## config.mk

```make
export PLATFORM = sky130hd
export DESIGN_NAME = reg_scoreboard
export DESIGN_NICKNAME = d
export VERILOG_FILES = /design/src/rtl/reg_scoreboard.sv
export SDC_FILE = /design/constraint.sdc
export NUM_CORES = 1
export LEC_CHECK = 0
export ABC_CLOCK_PERIOD_IN_PS = 6700
export BUFFER_PORTS_ARGS = -buffer_cell sky130_fd_sc_hd__buf_2
export CORE_ASPECT_RATIO = 1.4
export CORE_MARGIN = 5
export CORE_UTILIZATION = 40
export CTS_CLUSTER_DIAMETER = 50
export CTS_CLUSTER_SIZE = 24
export DETAILED_ROUTE_END_ITERATION = 10
export SYNTH_ARGS = -nofsm -noshare
export SYNTH_HDL_FRONTEND = slang
export SYNTH_SLANG_ARGS = --single-unit
```

## constraint.sdc

```tcl
create_clock -name clk -period 6.7 [get_ports clk]
set_input_delay 1.005 -clock clk [delete_from_list [all_inputs] [get_ports clk]]
set_output_delay 1.005 -clock clk [all_outputs]
set_load 0.03 [all_outputs]
```

## src/rtl/reg_scoreboard.sv

```systemverilog
// reg_scoreboard: tracks pending register writes and flags RAW/WAW hazards at issue.
module reg_scoreboard #(
    parameter int ADDRESS_LEN  = 5,
    parameter int MAX_INFLIGHT = 4,
    parameter int CNT_LEN      = 3
) (
    input  logic                   clk,
    input  logic                   rst_n,
    input  logic                   issue_valid,
    output logic                   issue_ready,
    input  logic                   issue_reg_write,
    input  logic [ADDRESS_LEN-1:0] issue_rd_addr,
    input  logic [ADDRESS_LEN-1:0] issue_rs1_addr,
    input  logic [ADDRESS_LEN-1:0] issue_rs2_addr,
    input  logic                   wb_valid,
    input  logic [ADDRESS_LEN-1:0] wb_addr,
    input  logic                   flush,
    output logic                   stall,
    output logic [CNT_LEN-1:0]     inflight_count,
    output logic                   wb_error
);
    localparam int NREG = 2**ADDRESS_LEN;
    localparam logic [CNT_LEN-1:0] MAX_CNT = CNT_LEN'(MAX_INFLIGHT);
    logic [NREG-1:0]    pending_q, pending_d, set_mask, clr_mask;
    logic [CNT_LEN-1:0] count_q, count_d;
    logic               wb_error_q, wb_error_d;
    logic               tracked, set_w, wb_hit, wb_miss;
    // A tracked write can never target a pending rd (WAW stall), so set and clear never collide.
    always_comb begin
        tracked     = issue_reg_write && issue_rd_addr != '0;
        stall       = issue_valid && ((issue_rs1_addr != '0 && pending_q[issue_rs1_addr]) ||
                                      (issue_rs2_addr != '0 && pending_q[issue_rs2_addr]) ||
                                      (tracked && pending_q[issue_rd_addr]));
        issue_ready = !stall && !flush && !(tracked && count_q == MAX_CNT);
        set_w       = issue_valid && issue_ready && tracked;
        wb_hit      = wb_valid && wb_addr != '0 && pending_q[wb_addr];
        wb_miss     = wb_valid && wb_addr != '0 && !pending_q[wb_addr];
        set_mask    = set_w ? NREG'(1) << issue_rd_addr : '0;
        clr_mask    = wb_hit ? NREG'(1) << wb_addr : '0;
        pending_d   = flush ? '0 : (pending_q | set_mask) & ~clr_mask;
        pending_d[0] = 1'b0;
        count_d     = flush ? '0 : count_q + CNT_LEN'(set_w) - CNT_LEN'(wb_hit);
        wb_error_d  = wb_error_q || (wb_miss && !flush);
    end
    always_ff @(posedge clk or negedge rst_n) begin
        if (!rst_n) begin
            pending_q  <= '0;
            count_q    <= '0;
            wb_error_q <= 1'b0;
        end else begin
            pending_q  <= pending_d;
            count_q    <= count_d;
            wb_error_q <= wb_error_d;
        end
    end
    assign inflight_count = count_q;
    assign wb_error       = wb_error_q;
endmodule

```

## Word-level counts from Yosys, hierarchy flattened

Index checks and enable logic that the tools add are counted.

| storage, ports and cells | value |
|---|---|
| register bits | 35 |
| output and inout port bits | 6 |
| bits of input ports | 26 |
| logic and storage cells | 52 |

| cells by class | value |
|---|---|
| bitwise gates (word level) | 3 |
| add/subtract/negate cells | 2 |
| shifts and indexed selects | 2 |
| multiplexer cells | 12 |
| order comparisons | 4 |
| equal/unequal tests | 1 |
| reduce and logical (&&, ||, !) cells | 25 |

Operators with widths:

| cell | number |
|---|---|
| 32-bit two-way mux | 3 |
| 1-bit by 5-bit << shifter with 32-bit output, first input constant | 2 |
| 32-bit AND | 1 |
| 32-bit inverter | 1 |
| 32-bit bitwise OR | 1 |
| 5-bit by 6-bit < comparator with 1-bit output, second input constant | 4 |
| 1-bit binary-select mux with 5-bit select | 4 |
| 5-bit nonzero test | 4 |
| 1-bit logical AND | 14 |
| 1-bit zero test | 4 |
| 1-bit two-way mux | 4 |
| 3-bit by 1-bit adder with 3-bit output | 1 |
| 3-bit == test, second input constant | 1 |
| 1-bit logical OR | 3 |
| 3-bit two-way mux | 1 |
| 3-bit by 1-bit subtractor with 3-bit output | 1 |

## Logic depth before layout (Yosys ltp)

Gate-level depths: netlist of the first run.

| logic depth | value |
|---|---|
| word-level depth | 15 |
| mapped depth | 15 |
| mapped depth without buffers | 13 |

## Worst setup path after synthesis of the first run

No wires, ideal clock.

| path | value |
|---|---|
| path type | in2out |
| start point | in issue_rs1_addr[0] |
| end point | out issue_ready |
| path slack | 2,207 ps |
| data required time | 5,695 ps |
| path buffers | 1 |
| data arrival time | 3,488 ps |
| stages on the path | 7 |
| cell sequence | buf_1 mux4_2 o2111ai_1 nand4_1 nor2_1 nand2_1 a221oi_1 |

| on the way | value |
|---|---|
| word-level cells in the longest chain between the ends | 9 |
| elaborated cells on any way between the ends | 10 |
| those cells by class | 2 x mux; 8 x reduce/logical |

RTL lines:

| item | RTL line | source |
|---|---|---|
| start, declared | 13 | `input logic [ADDRESS_LEN-1:0] issue_rs1_addr,` |
| 1-bit binary-select mux with 5-bit select | 31 | `stall = issue_valid && ((issue_rs1_addr != '0 && pending_q[issue_rs1_addr]) \|\|` |
| 1-bit two-way mux (not written as such) | 31 |  |
| 1-bit logical AND * | 31 |  |
| 1-bit logical OR * | 31 |  |
| 1-bit logical OR * | 32 | `(issue_rs2_addr != '0 && pending_q[issue_rs2_addr]) \|\|` |
| 1-bit logical AND * | 31 |  |
| 1-bit zero test * | 34 | `issue_ready = !stall && !flush && !(tracked && count_q == MAX_CNT);` |
| 1-bit logical AND * (2 in a row) | 34 |  |
| end, declared | 10 | `output logic issue_ready,` |

Every way passes the cells marked *; elsewhere a longest branch is shown, timed or not. The select of a mux whose other input is x is not followed.

## Worst setup path after layout of the first run

| path | value |
|---|---|
| start point | in issue_rs2_addr[3] |
| end point | out issue_ready |

| on the way | value |
|---|---|
| word-level cells in the longest chain between the ends | 9 |
| elaborated cells on any way between the ends | 10 |
| those cells by class | 2 x mux; 8 x reduce/logical |

RTL lines:

| item | RTL line | source |
|---|---|---|
| start, declared | 14 | `input logic [ADDRESS_LEN-1:0] issue_rs2_addr,` |
| 1-bit binary-select mux with 5-bit select | 32 |  |
| 1-bit two-way mux (not written as such) | 32 |  |
| 1-bit logical AND * | 32 |  |
| 1-bit logical OR * | 31 |  |
| 1-bit logical OR * | 32 |  |
| 1-bit logical AND * | 31 |  |
| 1-bit zero test * | 34 |  |
| 1-bit logical AND * (2 in a row) | 34 |  |

Marked as above.

==> impl_metrics.prom, run 1 <==
# TYPE chip_impl_metric gauge
chip_impl_metric{name="final_layout_size_suffix_gt1_frac",unit=""} 0.239
chip_impl_info{name="yosys-top-cells-count",value="dfrtp_1 (35), a31oi_1 (26), mux4_2 (18), nor2_1 (17), clkbuf_1 (15)"} 1
chip_impl_info{name="yosysMostFrequentCell",value="dfrtp_1"} 1
chip_impl_metric{name="timing_max_transition_violations_final",unit=""} 0
chip_impl_metric{name="clock_tree.htree_level_count",unit=""} 2
chip_impl_metric{name="grt_start_max_net_pins",unit=""} 36
chip_impl_metric{name="worstMarginPinSlew",unit="ps"} 973
chip_impl_metric{name="drtIter0Drc",unit=""} 171
chip_impl_metric{name="synth.distinct_cells",unit=""} 57
chip_impl_info{name="worst_hold_path_type",value="reg2reg"} 1
chip_impl_metric{name="postLayoutCoreUtil",unit=""} 0.439
chip_impl_metric{name="final_net_count",unit=""} 329
chip_impl_info{name="critical_path.most_common_cell",value="buf_2"} 1
chip_impl_metric{name="postSynthNetCount",unit=""} 317
chip_impl_metric{name="async_flop_share",unit=""} 1.00
chip_impl_metric{name="fin_tns_setup",unit="ps"} 0
chip_impl_metric{name="proportion_of_synthesized_area_in_mux_cells",unit=""} 0.251
chip_impl_metric{name="count_of_vias_placed_by_the_detailed_router",unit=""} 2612
chip_impl_info{name="grt_setup_unrepaired",value="false"} 1
chip_impl_metric{name="yosys_warnings",unit=""} 0
chip_impl_metric{name="synth.cell_area",unit="µm²"} 2970
chip_impl_info{name="timing.critical_path.max_delay_family",value="compound AO/OA/AOI/OAI gates"} 1
chip_impl_info{name="tritoncts",value="done"} 1
chip_impl_metric{name="timing.critical_path.slowest_cell_delay",unit="ps"} 550
chip_impl_metric{name="clkTransAtPathRegs",unit="ps"} 70
chip_impl_info{name="synth_top_cells_by_area",value="dfrtp_1 (29%), mux4_2 (14%), mux4_1 (6.2%)"} 1
chip_impl_metric{name="worst_path_required",unit="ps"} 5690
chip_impl_metric{name="synthesized_area_per_cell",unit="µm²"} 10.3
chip_impl_info{name="yosys.area.top_type",value="dfrtp_1"} 1
chip_impl_metric{name="post-place-cells",unit=""} 390
chip_impl_metric{name="maxCapViolCount",unit=""} 0
chip_impl_metric{name="yosys.area_share.adder",unit=""} 0.0152
chip_impl_metric{name="avgRoutedWirePerCell",unit="µm"} 22.7
chip_impl_metric{name="grt_first_pass_wirelength",unit="µm"} 14600
chip_impl_info{name="timing.critical_path.to_type",value="output pin"} 1
chip_impl_metric{name="start_util",unit=""} 0.406
chip_impl_metric{name="fmax",unit="GHz"} 0.228
chip_impl_metric{name="basic_gate_share_of_the_synthesized_area_counting_and_or_nand_and_nor_cells",unit=""} 0.172
chip_impl_metric{name="num_rows",unit=""} 37
chip_impl_metric{name="post_cts_buffers",unit=""} 0
chip_impl_metric{name="dieArea",unit="µm²"} 9270
chip_impl_metric{name="finalSetupViolations",unit=""} 0
chip_impl_info{name="crit_chain",value="buf_2 > mux4_1 > o32ai_1 > nor4_1 > a311o_1 > nor2_1 > nand2_1 > a221oi_1 > buf_2"} 1
chip_impl_metric{name="drt_drc_violations_left",unit=""} 0
chip_impl_metric{name="grt_antenna_before_repair",unit=""} 0
chip_impl_metric{name="number_of_ports_placed_on_the_die_boundary",unit=""} 32
chip_impl_info{name="outcome",value="complete, no violations"} 1
chip_impl_metric{name="clk_path_buf_depth",unit=""} 2
chip_impl_metric{name="firstDrtPassIters",unit=""} 5
chip_impl_metric{name="grt_pass1_vias",unit=""} 2685
chip_impl_metric{name="sequential_cell_area_fraction_in_the_yosys_report",unit=""} 0.295
chip_impl_metric{name="timing.final.hold_violations",unit=""} 0
chip_impl_metric{name="yosys.area_share.xor_xnor",unit=""} 0.00590
chip_impl_metric{name="numCtsBuffers",unit=""} 5
chip_impl_metric{name="globalRouteOverflowTotal",unit=""} 0
chip_impl_metric{name="finClkSkew",unit="ps"} 3.83
chip_impl_metric{name="timing.slew.headroom",unit=""} 0.350
chip_impl_metric{name="insertedDiodeCount",unit=""} 0
chip_impl_metric{name="post_drt_via_cell_ratio",unit=""} 6.56
chip_impl_info{name="timing.setup.critical_path_class",value="in2out"} 1
chip_impl_metric{name="groute.usage.overall",unit=""} 0.197
chip_impl_info{name="synth_top_family_by_area",value="multiplexers"} 1
chip_impl_metric{name="area_growth",unit="%"} 8.09
chip_impl_metric{name="io_buffers",unit=""} 31
chip_impl_metric{name="p_leak",unit="µW"} 0.00133
chip_impl_info{name="cts_root_buf",value="clkbuf_8"} 1
chip_impl_metric{name="cellPowerDensity",unit="nW/µm²"} 152
chip_impl_metric{name="numClockSinks",unit=""} 35
chip_impl_metric{name="fin_crit_sh",unit=""} 0.656
chip_impl_metric{name="worst-endpoint-arrival",unit="ps"} 3390
chip_impl_metric{name="postCtsHoldBufs",unit=""} 0
chip_impl_metric{name="finish.cell_count_without_fillers",unit=""} 398
chip_impl_metric{name="worst-path-max-fanout",unit=""} 7
chip_impl_metric{name="place.detailed.hpwl",unit="µm"} 6730
chip_impl_metric{name="yosysTopAreaCellShare",unit=""} 0.295
chip_impl_metric{name="synth_enable_flop_cells",unit=""} 0
chip_impl_metric{name="route.antenna.remaining_nets",unit=""} 0
chip_impl_metric{name="core_region_area",unit="µm²"} 7310
chip_impl_metric{name="synth_compound_area_frac",unit=""} 0.198
chip_impl_metric{name="ys_seq_elements",unit=""} 35
chip_impl_info{name="crit_slowest_cell",value="mux4_1"} 1
chip_impl_metric{name="vdd_drop_max",unit="mV"} 0.0846
chip_impl_metric{name="totalWireLength",unit="µm"} 9020
chip_impl_metric{name="globalplace.congestion",unit=""} 0.851
chip_impl_metric{name="crit_buf_inv",unit=""} 2
chip_impl_metric{name="floorplan.die.height",unit="µm"} 112
chip_impl_info{name="timing.critical_path.from_type",value="primary input"} 1
chip_impl_metric{name="resized_after_cts",unit=""} 0
chip_impl_info{name="synth_top_flop_cell",value="dfrtp_1"} 1
chip_impl_metric{name="syn-instance-count",unit=""} 288
chip_impl_metric{name="die_span_x",unit="µm"} 82.8
chip_impl_metric{name="min_tclk_post_route",unit="ps"} 4390
chip_impl_metric{name="clkLatencyLatePin",unit="ps"} 280
power breakdown:
group          internal (µW)  switching, µW  leakage (µW)  total, µW
clock network           93.8           72.9     0.0000515        167
logic                   34.6           69.3      0.000792        104
registers                214           3.43      0.000482        218
total                    343            146       0.00133        488
cells in the final DEF, fill, tap and decap left out, drive strengths merged, types with 3 or more instances in the layout:
master	instances
dfrtp	35
buf	32
a31oi	26
mux4	25
nor2	17
nor2b	14
a211oi	13
nand2	12
inv	11
a21oi	10
nor3	8
clkbuf	8
mux2i	7
o21ai	7
mux2	7
a32oi	6
nand3	6
nand4	4
a221o	3
nand2b	3
and3	3
nand3b	3
and2	3
and4	3
nor4b	3
final cells by class:
class / instances / area (µm²)
sequential: 35 / 876
fill: 762 / 4100
clock buffer: 8 / 100
timing repair buffer: 32 / 163
tap: 97 / 121
multi-input combinational: 215 / 1910
inverter: 11 / 41.3
kinds of logic after synthesis:
group           count (synthesis)
fa+ha+maj                       3
buf+inv                        38
simple gates                   88
compound gates                 83
xor+xnor                        2
mux                            39
flops                          35
registers in the layout, indices dropped and copies added, names as in the netlist:
name / count
inflight_count: 3
wb_error: 1
pending_q: 31
path summary, 6_finish.rpt:
| kind | startpoint | endpoint | slack, ps | depth (start not counted) |
|---|---|---|---|---|
| min in group asynchronous | rst_n | wb_error | 800 | 1 |
| worst max-delay path | issue_rs2_addr[3] | issue_ready | 2310 | 9 |
| worst min-delay path | wb_error | wb_error | 490 | 2 |
| worst min register to register | wb_error | wb_error | 490 | 2 |
| max in group asynchronous | rst_n | pending_q[21] | 5390 | 1 |
| worst max register to register | pending_q[9] | inflight_count[2] | 3220 | 13 |
worst reg2reg max path: cells and delay by family (launching register included):
family | cells | cell delay (ps)
AOI/OAI and AO/OA | 2 | 610
and+or+nand+nor | 4 | 650
muxes | 1 | 520
xor gates and xnor gates | 1 | 170
DFF | 1 | 440
adders and majority gates | 3 | 840
buffers and inverters | 2 | 110
metrics by stage:
step	area [µm²]	setup slack [ps]	power, µW	hold slack, ps
after floorplan	2970	2210	293	516
after global placement	3110	2350	324	466
after detailed placement	3110	2300	326	462
after CTS	3210	2290	494	496
after global routing	3210	2090	512	527
final	3210	2310	488	487
metal layers:
metal  vias to the layer above  global-route usage  share of wire
met5                         -                   0              0
met4                         0              0.0905          0.031
met3                        19              0.0244          0.051
met2                        98               0.340           0.51
met1                      1317               0.245           0.40
li1                       1178                   -              -
Note: power is estimated with default switching activity, not from simulation.
==> run 2: changes to the inputs <==
--- a/config.mk
+++ b/config.mk
@@ -5,7 +5,7 @@
 export SDC_FILE = /design/constraint.sdc
 export NUM_CORES = 1
 export LEC_CHECK = 0
-export ABC_CLOCK_PERIOD_IN_PS = 6700
+export ABC_CLOCK_PERIOD_IN_PS = 4000
 export BUFFER_PORTS_ARGS = -buffer_cell sky130_fd_sc_hd__buf_2
 export CORE_ASPECT_RATIO = 1.4
 export CORE_MARGIN = 5
==> constraint.sdc (replaced) <==
create_clock -name clk -period 4 [get_ports clk]
set_input_delay 0.6 -clock clk [delete_from_list [all_inputs] [get_ports clk]]
set_output_delay 0.6 -clock clk [all_outputs]
set_load 0.03 [all_outputs]
==> run 2 against run 1 <==
Worst setup slack got worse by 1800 ps. Design area increased by 2.8%. Worst hold slack lost 93 ps. First-iteration DRC count is 8.2% higher. Cell count increased by 3.0%. Clock-buffer cell count is the same. Combinational power up 78%. Sequential power is 67% higher. Global-route usage is essentially flat. Clock power up 74%. Critical path depth rose by 1. Critical endpoint unchanged. Core utilization is 1.2 points higher.
==> impl_metrics.prom, run 2 (synthesis gave the netlist of run 1 again) <==
# TYPE chip_impl_metric gauge
chip_impl_metric{name="worst-path-max-fanout",unit=""} 7
chip_impl_metric{name="firstDrtPassIters",unit=""} 4
chip_impl_metric{name="number_of_ports_placed_on_the_die_boundary",unit=""} 32
chip_impl_metric{name="power_frac_clock",unit=""} 0.345
chip_impl_metric{name="p_leak",unit="µW"} 0.00139
chip_impl_metric{name="setup_ws",unit="ps"} 486
chip_impl_metric{name="drt_drc_violations_left",unit=""} 0
chip_impl_metric{name="place.detailed.hpwl",unit="µm"} 6720
chip_impl_metric{name="worst_r2r_path_depth",unit=""} 13
chip_impl_info{name="crit_chain",value="buf_2 > mux4_1 > o32ai_1 > nor4_1 > a311o_1 > nor2_1 > buf_4 > nand2_1 > a221oi_1 > buf_2"} 1
chip_impl_metric{name="totalWireLength",unit="µm"} 9030
chip_impl_metric{name="share_of_power_burned_in_registers",unit=""} 0.435
chip_impl_metric{name="min_tclk_post_route",unit="ps"} 3510
chip_impl_metric{name="grt_use_met2",unit=""} 0.350
chip_impl_metric{name="grt_first_pass_wirelength",unit="µm"} 14600
chip_impl_metric{name="area_growth",unit="%"} 11.1
chip_impl_info{name="timing.critical_path.to_type",value="output pin"} 1
chip_impl_info{name="cts_root_buf",value="clkbuf_8"} 1
chip_impl_metric{name="share_comb_of_total_power",unit=""} 0.220
chip_impl_metric{name="die_span_x",unit="µm"} 82.8
chip_impl_info{name="worst_hold_path_type",value="in2async"} 1
chip_impl_metric{name="avgRoutedWirePerCell",unit="µm"} 22.0
chip_impl_metric{name="finClkSkew",unit="ps"} 9.58
chip_impl_metric{name="grt_use_met1",unit=""} 0.241
chip_impl_info{name="final_cell_mix",value="dfrtp_1 (35), buf_2 (31), a31oi_1 (26), mux4_2 (18), nor2_1 (17)"} 1
chip_impl_info{name="final_common_cell",value="dfrtp_1"} 1
chip_impl_metric{name="worst-endpoint-arrival",unit="ps"} 2910
chip_impl_metric{name="clkTransAtPathRegs",unit="ps"} 80
chip_impl_info{name="reg2reg_from",value="pending_q[9]"} 1
chip_impl_metric{name="clkLatencyLatePin",unit="ps"} 300
chip_impl_metric{name="floorplan.die.height",unit="µm"} 112
chip_impl_metric{name="num_rows",unit=""} 37
chip_impl_info{name="timing.critical_path.max_delay_family",value="compound AO/OA/AOI/OAI gates"} 1
chip_impl_metric{name="numClockSinks",unit=""} 35
chip_impl_metric{name="ff_latch_area",unit="µm²"} 876
chip_impl_metric{name="cellPowerDensity",unit="nW/µm²"} 254
chip_impl_metric{name="design_area",unit="µm²"} 3300
chip_impl_metric{name="fill_cells",unit=""} 749
chip_impl_metric{name="final_net_count",unit=""} 341
chip_impl_metric{name="maxCapViolCount",unit=""} 0
chip_impl_metric{name="clk_path_buf_depth",unit=""} 2
chip_impl_metric{name="internal-power",unit="µW"} 583
chip_impl_info{name="timing.setup.critical_path_class",value="in2out"} 1
chip_impl_metric{name="flip_flop_count_of_the_largest_register_all_copies_and_words_added",unit=""} 31
chip_impl_metric{name="start_util",unit=""} 0.406
chip_impl_metric{name="grt_antenna_before_repair",unit=""} 0
chip_impl_metric{name="timing_max_transition_violations_final",unit=""} 0
chip_impl_info{name="outcome",value="complete, no violations"} 1
chip_impl_metric{name="p_switching",unit="µW"} 256
chip_impl_metric{name="drtIter0Drc",unit=""} 185
chip_impl_info{name="register_ranked_first_by_flip_flop_count",value="pending_q"} 1
chip_impl_metric{name="multi_input_comb_area",unit="µm²"} 1910
chip_impl_info{name="crit_end",value="issue_ready"} 1
chip_impl_metric{name="grt_start_max_net_pins",unit=""} 36
chip_impl_info{name="critical_path.most_common_cell",value="buf_2"} 1
chip_impl_metric{name="numCtsBuffers",unit=""} 5
chip_impl_metric{name="timing.slew.headroom",unit=""} 0.450
chip_impl_metric{name="finalSetupViolations",unit=""} 0
chip_impl_info{name="grt-busiest-layer",value="met2"} 1
chip_impl_metric{name="dp_worst_setup_slack",unit="ps"} 418
chip_impl_info{name="crit_start",value="issue_rs2_addr[3]"} 1
chip_impl_metric{name="route.antenna.remaining_nets",unit=""} 0
chip_impl_metric{name="insertedDiodeCount",unit=""} 0
chip_impl_metric{name="finish.cell_count_without_fillers",unit=""} 410
chip_impl_metric{name="post_cts_buffers",unit=""} 0
chip_impl_info{name="grt_setup_unrepaired",value="false"} 1
chip_impl_metric{name="groute.usage.overall",unit=""} 0.198
chip_impl_metric{name="clock_tree.htree_level_count",unit=""} 2
chip_impl_metric{name="timing.final.hold_violations",unit=""} 0
chip_impl_metric{name="grt_util_met3",unit=""} 0.0370
chip_impl_metric{name="globalRouteOverflowTotal",unit=""} 0
chip_impl_metric{name="worstMarginPinSlew",unit="ps"} 824
chip_impl_info{name="crit-reg2reg-capture",value="inflight_count[2]"} 1
chip_impl_metric{name="crit_buf_inv",unit=""} 3
chip_impl_metric{name="final_layout_size_suffix_gt1_frac",unit=""} 0.268
chip_impl_info{name="tritoncts",value="done"} 1
chip_impl_metric{name="design_power_total",unit="µW"} 839
chip_impl_metric{name="cp_num_cells",unit=""} 10
chip_impl_info{name="crit_slowest_cell",value="mux4_1"} 1
chip_impl_metric{name="fmax",unit="GHz"} 0.285
chip_impl_metric{name="postCtsHoldBufs",unit=""} 0
chip_impl_metric{name="count_of_vias_placed_by_the_detailed_router",unit=""} 2653
chip_impl_metric{name="io_buffers",unit=""} 31
chip_impl_metric{name="post-place-cells",unit=""} 402
chip_impl_metric{name="globalplace.congestion",unit=""} 0.842
chip_impl_metric{name="fin_crit_sh",unit=""} 0.879
chip_impl_metric{name="power.switching_fraction",unit=""} 0.305
chip_impl_metric{name="worst_path_required",unit="ps"} 3400
chip_impl_metric{name="grt_pass1_vias",unit=""} 2704
chip_impl_metric{name="resized_after_cts",unit=""} 0
chip_impl_metric{name="core_region_area",unit="µm²"} 7310
chip_impl_metric{name="dpl_cell_area",unit="µm²"} 3200
chip_impl_metric{name="worst-r2r-setup-slack",unit="ps"} 790
chip_impl_metric{name="timing.critical_path.slowest_cell_delay",unit="ps"} 560
chip_impl_metric{name="fin_tns_setup",unit="ps"} 0
chip_impl_metric{name="dieArea",unit="µm²"} 9270
chip_impl_info{name="timing.critical_path.from_type",value="primary input"} 1
chip_impl_metric{name="post_drt_via_cell_ratio",unit=""} 6.47
chip_impl_metric{name="vdd_drop_max",unit="mV"} 0.187
[run 2: cell types whose count changed in the layout (fill, tap and decap cells not counted)]
| cell | delta |
|---|---|
| buf_4 | +12 |
[run 2: power groups by stage]
| stage | Combinational [µW] | Sequential (µW) | Clock, µW |
|---|---|---|---|
| floorplan | 112 | 379 | 0 |
| global placement | 183 | 371 | 0 |
| detailed placement | 184 | 371 | 0 |
| CTS | 184 | 364 | 297 |
| global route | 201 | 365 | 313 |
| finish | 185 | 365 | 290 |
[run 2: final cells by class]
class	instances	share of cell area
multi-input combinational	215	0.578
inverter	11	0.0125
sequential	35	0.265
timing repair buffer	44	0.0766
clock buffer	8	0.0303
tap	97	0.0368
[run 2: worst min path at each step]
| stage | startpoint | to | slack, ps | cells past startpoint |
|---|---|---|---|---|
| after global routing | rst_n | pending_q[11] | 450 | 1 |
| after global placement | wb_error | wb_error | 500 | 2 |
| after detailed placement | wb_error | wb_error | 470 | 2 |
| final | rst_n | pending_q[11] | 390 | 1 |
| after floorplan | rst_n | inflight_count[0] | 300 | 0 |
| after CTS | rst_n | pending_q[11] | 410 | 1 |
[run 2: per-stage QoR]
| step | utilization | hold WS (ps) |
|---|---|---|
| 4_1_cts | 0.451 | 414 |
| 6_report | 0.451 | 394 |
| 3_5_place_dp | 0.438 | 473 |
| 2_1_floorplan | - | 304 |
| 3_3_place_gp | 0.438 | 498 |
| 5_1_grt | 0.451 | 455 |
[run 2: layer usage]
| metal | vias to the layer above | share of wire |
|---|---|---|
| met3 | 23 | 0.066 |
| met2 | 101 | 0.50 |
| li1 | 1202 | - |
| met1 | 1327 | 0.40 |
| met5 | - | 0 |
| met4 | 0 | 0.033 |
==> run 3: changes to the inputs <==
--- a/config.mk
+++ b/config.mk
@@ -13,6 +13,7 @@
 export CTS_CLUSTER_DIAMETER = 50
 export CTS_CLUSTER_SIZE = 24
 export DETAILED_ROUTE_END_ITERATION = 10
+export PLACE_DENSITY_LB_ADDON = 0.25
 export SYNTH_ARGS = -nofsm -noshare
 export SYNTH_HDL_FRONTEND = slang
 export SYNTH_SLANG_ARGS = --single-unit
==> run 3 against run 2 <==
Via count rose by 0.90%. Critical path type unchanged. Clock-buffer cell count decreased by 1. Sequential power about the same. Highest routed layer unchanged. Wire length shrank 0.83%. Critical endpoint unchanged. Global-route usage decreased by 0.44 points. Non-clock buffer count is 1 lower.
==> impl_metrics.prom, run 3 (synthesis gave the netlist of run 1 again) <==
# TYPE chip_impl_metric gauge
chip_impl_info{name="outcome",value="complete, no violations"} 1
chip_impl_metric{name="timing.slew.headroom",unit=""} 0.439
chip_impl_metric{name="totalWireLength",unit="µm"} 8950
chip_impl_metric{name="fmax",unit="GHz"} 0.283
chip_impl_metric{name="cellPowerDensity",unit="nW/µm²"} 245
chip_impl_metric{name="place.detailed.hpwl",unit="µm"} 6700
chip_impl_info{name="register_ranked_first_by_flip_flop_count",value="pending_q"} 1
chip_impl_metric{name="route.antenna.remaining_nets",unit=""} 0
chip_impl_info{name="reg2reg_from",value="pending_q[9]"} 1
chip_impl_metric{name="clkTransAtPathRegs",unit="ps"} 70
chip_impl_metric{name="num_rows",unit=""} 37
chip_impl_metric{name="clock_tree.htree_level_count",unit=""} 2
chip_impl_metric{name="worst-r2r-setup-slack",unit="ps"} 760
chip_impl_metric{name="io_buffers",unit=""} 31
chip_impl_metric{name="dp_worst_setup_slack",unit="ps"} 394
chip_impl_metric{name="number_of_ports_placed_on_the_die_boundary",unit=""} 32
chip_impl_metric{name="count_of_vias_placed_by_the_detailed_router",unit=""} 2677
chip_impl_metric{name="finClkSkew",unit="ps"} 10.9
chip_impl_metric{name="finish.cell_count_without_fillers",unit=""} 409
chip_impl_metric{name="dieArea",unit="µm²"} 9270
chip_impl_metric{name="timing.final.hold_violations",unit=""} 0
chip_impl_metric{name="flip_flop_count_of_the_largest_register_all_copies_and_words_added",unit=""} 31
chip_impl_metric{name="post_cts_buffers",unit=""} 0
chip_impl_info{name="crit_start",value="issue_rs2_addr[3]"} 1
chip_impl_info{name="timing.setup.critical_path_class",value="in2out"} 1
chip_impl_metric{name="post-place-cells",unit=""} 401
chip_impl_metric{name="post_drt_via_cell_ratio",unit=""} 6.55
chip_impl_metric{name="final_layout_size_suffix_gt1_frac",unit=""} 0.263
chip_impl_info{name="final_cell_mix",value="dfrtp_1 (35), buf_2 (31), a31oi_1 (26), mux4_2 (18), nor2_1 (17)"} 1
chip_impl_metric{name="postCtsHoldBufs",unit=""} 0
chip_impl_metric{name="resized_after_cts",unit=""} 0
chip_impl_metric{name="drt_drc_violations_left",unit=""} 0
chip_impl_metric{name="final_net_count",unit=""} 340
chip_impl_metric{name="min_tclk_post_route",unit="ps"} 3530
chip_impl_metric{name="numClockSinks",unit=""} 35
chip_impl_metric{name="globalplace.congestion",unit=""} 0.847
chip_impl_metric{name="grt_antenna_before_repair",unit=""} 0
chip_impl_info{name="worst_hold_path_type",value="in2async"} 1
chip_impl_info{name="timing.critical_path.from_type",value="primary input"} 1
chip_impl_info{name="crit_end",value="issue_ready"} 1
chip_impl_metric{name="setup_ws",unit="ps"} 466
chip_impl_metric{name="fin_tns_setup",unit="ps"} 0
chip_impl_metric{name="clk_path_buf_depth",unit=""} 2
chip_impl_metric{name="grt_first_pass_wirelength",unit="µm"} 14400
chip_impl_metric{name="die_span_x",unit="µm"} 82.8
chip_impl_info{name="crit-reg2reg-capture",value="inflight_count[2]"} 1
chip_impl_metric{name="worst_r2r_path_depth",unit=""} 13
chip_impl_metric{name="p_leak",unit="µW"} 0.00137
chip_impl_info{name="final_common_cell",value="dfrtp_1"} 1
chip_impl_metric{name="worst_path_required",unit="ps"} 3400
chip_impl_info{name="cts_root_buf",value="clkbuf_8"} 1
chip_impl_metric{name="core_region_area",unit="µm²"} 7310
chip_impl_metric{name="globalRouteOverflowTotal",unit=""} 0
chip_impl_metric{name="insertedDiodeCount",unit=""} 0
chip_impl_metric{name="worst_hold_margin",unit="ps"} 393
chip_impl_metric{name="worstMarginPinSlew",unit="ps"} 840
chip_impl_metric{name="drtIter0Drc",unit=""} 253
chip_impl_metric{name="avgRoutedWirePerCell",unit="µm"} 21.9
chip_impl_metric{name="finalSetupViolations",unit=""} 0
chip_impl_metric{name="maxCapViolCount",unit=""} 0
chip_impl_metric{name="worst-endpoint-arrival",unit="ps"} 2930
chip_impl_info{name="grt_setup_unrepaired",value="false"} 1
chip_impl_metric{name="clkLatencyLatePin",unit="ps"} 290
chip_impl_metric{name="area_growth",unit="%"} 10.2
chip_impl_metric{name="grt_pass1_vias",unit=""} 2696
chip_impl_info{name="tritoncts",value="done"} 1
chip_impl_metric{name="firstDrtPassIters",unit=""} 4
chip_impl_info{name="timing.critical_path.to_type",value="output pin"} 1
chip_impl_metric{name="groute.usage.overall",unit=""} 0.194
chip_impl_metric{name="grt_start_max_net_pins",unit=""} 36
chip_impl_metric{name="fin_crit_sh",unit=""} 0.883
chip_impl_metric{name="vdd_drop_max",unit="mV"} 0.138
chip_impl_metric{name="start_util",unit=""} 0.406
chip_impl_metric{name="worst-path-max-fanout",unit=""} 7
chip_impl_metric{name="floorplan.die.height",unit="µm"} 112
chip_impl_metric{name="numCtsBuffers",unit=""} 5
chip_impl_metric{name="timing_max_transition_violations_final",unit=""} 0
==> run 3: cell types whose count changed in the layout (fill, tap and decap cells not counted) <==
cell,change
buf_4,-1
clkbuf_1,+1
clkbuf_8,-2
clkinv_2,+1
==> run 3: worst min-delay path by stage <==
stage             start                 to  slack [ps]  cells past startpoint
6_report          rst_n      pending_q[25]         390                      1
4_1_cts           rst_n      pending_q[25]         420                      1
5_1_grt           rst_n      pending_q[25]         450                      1
2_1_floorplan     rst_n  inflight_count[0]         300                      0
3_5_place_dp   wb_error           wb_error         460                      2
3_3_place_gp   wb_error           wb_error         480                      2
==> run 3: stage by stage <==
step	cell area [µm²]	util	total power (µW)
6_report	3270	0.448	803
5_1_grt	3270	0.448	835
4_1_cts	3270	0.448	801
3_5_place_dp	3190	0.437	554
3_3_place_gp	3190	0.437	553
2_1_floorplan	2970	-	491
==> run 3: cell type report <==
cell class | instances | area [µm²]
well taps | 97 | 121
multi-input cells | 215 | 1910
inverters | 11 | 41.3
repair buffers | 43 | 245
clock buffers | 7 | 76.3
clock inverters | 1 | 5.00
flip-flops and latches | 35 | 876
fillers | 746 | 4040
==> run 3: report_power, final <==
part	total (µW)	switching (µW)	leakage, µW	internal [µW]
Combinational	183	117	0.000848	66.0
Clock	255	133	0.0000422	122
Sequential	365	5.85	0.000482	359
==> run 3: per-layer routing <==
layer | share of wire | vias up | GRT usage
met1 | 0.38 | 1324 | 0.234
li1 | - | 1205 | -
met5 | 0 | - | 0
met3 | 0.075 | 25 | 0.0333
met2 | 0.50 | 123 | 0.326
met4 | 0.037 | 0 | 0.105
==> run 3: critical path, stage by stage <==
cell,delay [ps]
buf_2,150
mux4_1,560
o32ai_1,260
nor4_1,70
a311o_1,360
nor2_1,180
buf_4,170
nand2_1,60
a221oi_1,280
buf_2,240
